File: src/rtl/data_c_descaler.sv
// data_c_descaler: splits one framed stream into head/body/end segment streams
module data_c_descaler #(
    parameter string MODE  = "BOTH",
    parameter int    LSIZE = 16,
    parameter int    DSIZE = 8
) (
    input  logic             clock,
    input  logic             rst_n,
    input  logic             s00_valid,
    output logic             s00_ready,
    input  logic [DSIZE-1:0] s00_data,
    input  logic             s00_last,
    input  logic [LSIZE-1:0] head_len,
    input  logic [LSIZE-1:0] body_len,
    output logic             head_valid,
    input  logic             head_ready,
    output logic [DSIZE-1:0] head_data,
    output logic             head_last,
    output logic             body_valid,
    input  logic             body_ready,
    output logic [DSIZE-1:0] body_data,
    output logic             body_last,
    output logic             end_valid,
    input  logic             end_ready,
    output logic [DSIZE-1:0] end_data,
    output logic             end_last
);
    typedef enum logic [1:0] {IDLE, HEAD, BODY, END} state_t;

    localparam bit M_HEAD = (MODE == "HEAD");
    localparam bit M_END  = (MODE == "END");

    state_t             state, state_nx, seg, dest_q;
    logic [LSIZE-1:0]   cnt, hl_q, bl_q, idx, hlen, blen;
    logic               acc, hit, seg_end, sel_rdy, vld_q, last_q;
    logic [DSIZE-1:0]   data_q;

    assign sel_rdy   = dest_q == HEAD ? head_ready : dest_q == BODY ? body_ready : end_ready;
    assign s00_ready = !vld_q || sel_rdy;
    assign acc       = s00_valid && s00_ready;

    assign head_valid = vld_q && dest_q == HEAD;
    assign body_valid = vld_q && dest_q == BODY;
    assign end_valid  = vld_q && dest_q == END;
    assign head_data  = data_q;
    assign body_data  = data_q;
    assign end_data   = data_q;
    assign head_last  = head_valid && last_q;
    assign body_last  = body_valid && last_q;
    assign end_last   = end_valid && last_q;

    // FSM state register
    always_ff @(posedge clock or negedge rst_n) begin
        if (!rst_n) state <= IDLE;
        else        state <= state_nx;
    end

    // next state: s00_last always closes the frame, a count hit advances the segment
    always_comb begin
        state_nx = !acc ? state :
                   s00_last ? IDLE :
                   hit ? (seg == HEAD ? BODY : END) : seg;
    end

    // segment decode for the current beat; lengths come straight from the inputs on a frame's first beat
    always_comb begin
        seg     = state == IDLE ? (M_END ? BODY : HEAD) : state;
        idx     = state == IDLE ? LSIZE'(1) : (&cnt ? cnt : cnt + LSIZE'(1));
        hlen    = state == IDLE ? (head_len == '0 ? LSIZE'(1) : head_len) : hl_q;
        blen    = state == IDLE ? (body_len == '0 ? LSIZE'(1) : body_len) : bl_q;
        hit     = seg == HEAD ? idx == hlen : (seg == BODY && !M_HEAD) ? idx == blen : 1'b0;
        seg_end = hit || s00_last;
    end

    // beat counter and lengths latched on the first beat of a frame
    always_ff @(posedge clock or negedge rst_n) begin
        if (!rst_n) begin
            cnt  <= '0;
            hl_q <= '0;
            bl_q <= '0;
        end else if (acc) begin
            cnt <= seg_end ? '0 : idx;
            if (state == IDLE) begin
                hl_q <= hlen;
                bl_q <= blen;
            end
        end
    end

    // single output stage; held while the selected downstream stalls
    always_ff @(posedge clock or negedge rst_n) begin
        if (!rst_n) begin
            vld_q  <= 1'b0;
            data_q <= '0;
            dest_q <= IDLE;
            last_q <= 1'b0;
        end else if (s00_ready) begin
            vld_q <= s00_valid;
            if (s00_valid) begin
                data_q <= s00_data;
                dest_q <= seg;
                last_q <= seg_end;
            end
        end
    end
endmodule

File: config.mk
export PLATFORM = sky130hd
export DESIGN_NAME = data_c_descaler
export DESIGN_NICKNAME = d
export VERILOG_FILES = /design/src/rtl/data_c_descaler.sv
export SDC_FILE = /design/constraint.sdc
export NUM_CORES = 1
export LEC_CHECK = 0
export BUFFER_PORTS_ARGS = -buffer_cell sky130_fd_sc_hd__clkbuf_2
export CELL_PAD_IN_SITES_DETAIL_PLACEMENT = 0
export CELL_PAD_IN_SITES_GLOBAL_PLACEMENT = 1
export CORE_MARGIN = 1
export CORE_UTILIZATION = 39
export DETAILED_ROUTE_END_ITERATION = 7
export MAX_ROUTING_LAYER = met4
export PLACE_DENSITY = 0.87
export SLEW_MARGIN = 5
export SYNTH_ARGS = -nofsm -noshare
export SYNTH_HDL_FRONTEND = slang
export SYNTH_SLANG_ARGS = --single-unit
File: constraint.sdc
create_clock -name clock -period 2.9 [get_ports clock]
set_input_delay 0.58 -clock clock [delete_from_list [all_inputs] [get_ports clock]]
set_output_delay 0.58 -clock clock [all_outputs]
set_load 0.005 [all_outputs]
# Word level (Yosys, flattened, before mapping)

Index checks and enable logic that the tools add are counted.

Logic and storage cells: 47
Input port bits: 47
Output and inout bits: 31
Flip-flop bits (word level): 62

Reductions and logical operators: 16
Add/subtract/negate cells: 1
Equality and inequality tests: 7
Mux-type cells: 15

Operator list:

| cell                  | number |
|---|---|
| $mux 16               | 7 |
| $eq 16x16->1          | 2 |
| $logic_not 16->1      | 2 |
| $add 16x1->16 const B | 1 |
| $reduce_and 16->1     | 1 |
| $logic_and 1x1->1     | 7 |
| $eq 2x2->1 const B    | 3 |
| $mux 2                | 3 |
| $mux 1                | 5 |
| $eq 2x1->1 const B    | 2 |
| $reduce_and 2->1      | 2 |
| $logic_not 2->1       | 1 |
| $logic_or 1x1->1      | 2 |
| $logic_not 1->1       | 1 |

# Longest topological paths before layout

Word-level depth: 8
Depth in mapped cells: 12
Gate-level depth less buffers: 10

# Least setup slack after synthesis

OpenSTA, ideal clock, no wires.

Path kind: register -> register
Start point: register cnt[0]
End point: register cnt[1]
Data required time: 2.774 ns
Cell stages (with the launch flop): 12
Setup time: 0.126 ns
Clock period less this slack: 2.959 ns
Data arrival time: 2.832 ns
Setup slack: -0.059 ns
Path buffers: 1
Path through: dfrtp_1 -> ha_1 -> clkbuf_2 -> nand4_2 -> nor4_4 -> mux2i_1 -> xnor2_1 -> a222oi_1 -> o2111a_2 -> a41oi_4 -> a32oi_1 -> o21ai_1

Longest elaborated chain between the ends: 8
Elaborated cells between the ends (all ways): 10
Classes of those cells: add/sub (1); eq/ne (2); mux (5); reduce/logical (2)

RTL lines:

| what                                                      | RTL line | source |
|---|---|---|
| from (decl)                                               | 34       | `logic [LSIZE-1:0] cnt, hl_q, bl_q, idx, hlen, blen;` |
| from (signal assigned)                                    | 82       | `cnt <= seg_end ? '0 : idx;` |
| $add 16x1->16 / $reduce_and 16->1 (equally long branches) | 68       | `idx = state == IDLE ? LSIZE'(1) : (&cnt ? cnt : cnt + LSIZE'(1));` |
| $mux 16 * (2 in a row)                                    | 68       |  |
| $eq 16x16->1                                              | 71       | `hit = seg == HEAD ? idx == hlen : (seg == BODY && !M_HEAD) ? idx == blen : 1'b0;` |
| $mux 1 (2 in a row)                                       | 71       |  |
| $logic_or 1x1->1                                          | 72       | `seg_end = hit \|\| s00_last;` |
| $mux 16 *                                                 | 82       |  |

Every way passes the cells marked *; elsewhere a longest branch is shown, timed or not.
A chain may end at the register's enable or synchronous reset.

# Final worst setup path

Start point: register cnt[1]
End point: register cnt[1]

The elaborated chain is that of the path after synthesis.

==> metrics.csv <==
metric,value,unit
synth_area_per_cell,9.518,sq um
rows,37,
failed_checks,negative setup slack,
port_buffers,77,
grt_pass1_vias,3978,
synth_edf_count,0,
firstDrtPassIters,5,
synth_top_cell_area_share,0.3680,
syn_area,4217,sq um
start_kind,flop,
slew_headroom,0.6868,
whs,255.7,ps
async_reset_ff_frac,1.000,
clock_latency,340,ps
cts_max_path_buffers,2,
grt.total_usage,0.2410,
reg2reg_slack,-190,ps
path_clk_slew,70,ps
dpl_cell_area,5036,sq um
worst_slew_pin_slew,466.2,ps
rr_startpoint,cnt[1]$_DFFE_PN0P_,
insertedDiodeCount,0,
slew_viol_final,0,
via_count,4099,
max_cap_violations,0,
final_area,5638,sq um
cts_sinks,62,
drt_iter0_markers,270,
synth_nets,491,
rsz0062_at_grt,true,
antenna_left,0,
yosys_warnings,0,
ios,78,
worst_clock_skew,7.945,ps
cts_made_buffers,9,
path_class,flop to flop,
hpwl,9148,microns
gp_congestion,0.9987,
place_ws,-248.4,ps
multiInputGateArea,2564,sq um
final_nets,629,
finalPower,3.490,mW
reg2reg_to,cnt[1]$_DFFE_PN0P_,
globalRouteOverflowTotal,0,
synth_seq_cells,62,
cp_max_fo,4,
die_area,11230,sq um
required,3130,ps
finalWorstSetupSlack,-185.7,ps
leakagePower,2.527,nW
synth_cells,443,
setup_violations,15,
grt_pass1_wl,20150,microns
holdBufCountCts,0,
drive_gt1_frac,0.4761,
cp_data_arrival_time,3310,ps
via_per_inst,5.677,
peakVddDrop,0.0004518,V
start_util,0.4048,
cts_tree,built,
synth_cell_types,71,
die_h,106.0,microns
synth_ff_type,dfrtp_1,
syn_to_final_growth,33.71,%
antenna_found_initial,0,
max_freq,0.3241,GHz
nFillCells,926,
layout_worst_path_cycle_share,1.064,
fp.dieW,106.0,microns
synth_top_area_cell,dfrtp_1,
cts-root-buf,clkbuf_8,
status,"complete, but fails checks",
grt_max_degree,35,
drc_errors,0,
coreArea,10420,sq um
seqCellArea,1562,sq um
synthTopCellsByArea,"dfrtp_1 37%, mux2_2 8.3%, nand2_1 5.8%",
hold_viol_final,0,
post-route-min-period,3086,ps
pwr_density_cell,619.0,nW/um^2
seq_area_frac_synth,0.3680,
htreeDepth,3,
hp-class,input pin to async pin,
endpoint_kind,flop,
wl_per_cell,17.39,microns
r2r_cells,14,
wl,12550,microns
-- layout make-up --
class	instances	share of cell area
Tap cell	136	0.03018
Inverter	6	0.003995
Multi-Input combinational cell	332	0.4547
Sequential cell	62	0.2770
Clock inverter	4	0.008433
Clock buffer	12	0.02574
Timing Repair Buffer	170	0.2000
-- through the flow --
step | TNS (ps) | instances | utilization
3_5_place_dp | -2321 | 683 | 0.4835
3_3_place_gp | -2489 | 683 | 0.4835
5_1_grt | -2622 | 722 | 0.5413
2_1_floorplan | 0 | 443 | -
4_1_cts | -9.849 | 717 | 0.5284
6_report | -865.1 | 722 | 0.5413
-- flip-flops by register name, indices dropped and copies added (netlist names) --
register   flops
state          2
last_q         1
dest_q         2
body_data      8
vld_q          1
hl_q          16
bl_q          16
cnt           16
-- worst max-delay path: stages (launching register included) --
cell	delay, ps
dfrtp_1	400
ha_4	180
nand4_4	120
buf_6	150
nor4_4	300
mux2i_1	270
buf_4	160
xor2_1	160
nor2_2	70
a2111oi_4	390
a41oi_4	180
buf_6	170
buf_6	110
a32oi_1	190
o21ai_1	90
-- where the power goes --
part / internal (mW) / leakage [nW] / switching, mW
clock network: 0.418 / 0.0964 / 0.347
registers: 1.13 / 0.756 / 0.252
logic: 0.710 / 1.68 / 0.627
-- worst max path at each step --
stage | startpoint | endpoint | slack, ps
final | cnt[1]$_DFFE_PN0P_ | cnt[1]$_DFFE_PN0P_ | -190
after global routing | cnt[1]$_DFFE_PN0P_ | cnt[1]$_DFFE_PN0P_ | -280
after CTS | cnt[6]$_DFFE_PN0P_ | cnt[9]$_DFFE_PN0P_ | -10
after detailed placement | cnt[2]$_DFFE_PN0P_ | last_q$_DFFE_PN0P_ | -250
after global placement | cnt[2]$_DFFE_PN0P_ | last_q$_DFFE_PN0P_ | -250
after floorplan | cnt[0]$_DFFE_PN0P_ | cnt[1]$_DFFE_PN0P_ | 20
-- cell usage after synthesis, drive strengths merged (2+ instances only) --
cell type	n
a2111oi	2
a211oi	10
a21oi	25
a31oi	9
a41oi	5
and2	6
and3	4
and4	5
buf	33
clkbuf	10
dfrtp	62
inv	6
mux2	32
mux2i	6
nand2	66
nand2b	3
nand3	15
nand4	11
nor2	22
nor3	18
nor4	7
o21ai	19
o31ai	5
o32ai	3
o41ai	2
or2	4
or4	2
xnor2	18
xor2	13
-- cells in the final DEF, fill, tap and decap left out, types with 6 or more instances in the layout --
master and instances:
dfrtp_1 54, mux2i_1 6, mux2_2 31, inv_1 6, clkbuf_8 10, nand3_1 11
xor2_1 13, xnor2_1 17, nor2_1 20, a211oi_1 7, nor3_1 12, nand4_1 7
o21ai_0 14, a21oi_1 23, dfrtp_2 8, buf_4 86, a31oi_1 6, clkbuf_2 77
nand2_1 65
-- cell families after synthesis --
family / share of synthesized area
compound gates: 0.1795
xor+xnor: 0.06617
fa+ha+maj: 0.002967
buf+inv: 0.06973
flops: 0.3680
mux: 0.1006
simple gates: 0.2131
-- layer usage --
layer / routed length (microns) / vias to the layer above / track usage
met5: 0 / - / -
met4: 469 / 0 / 0.1062
met3: 795 / 44 / 0.04721
met2: 5944 / 191 / 0.3772
met1: 5343 / 1984 / 0.3034
li1: - / 1880 / -
-- what timing repair did --
action	in CTS	in global routing
buffers inserted	18	5
resized for setup	29	22
hold endpoints to repair	0	0
pin swaps	21	15
endpoints found under the setup margin	18	18
(Power assumes the default switching activity.)
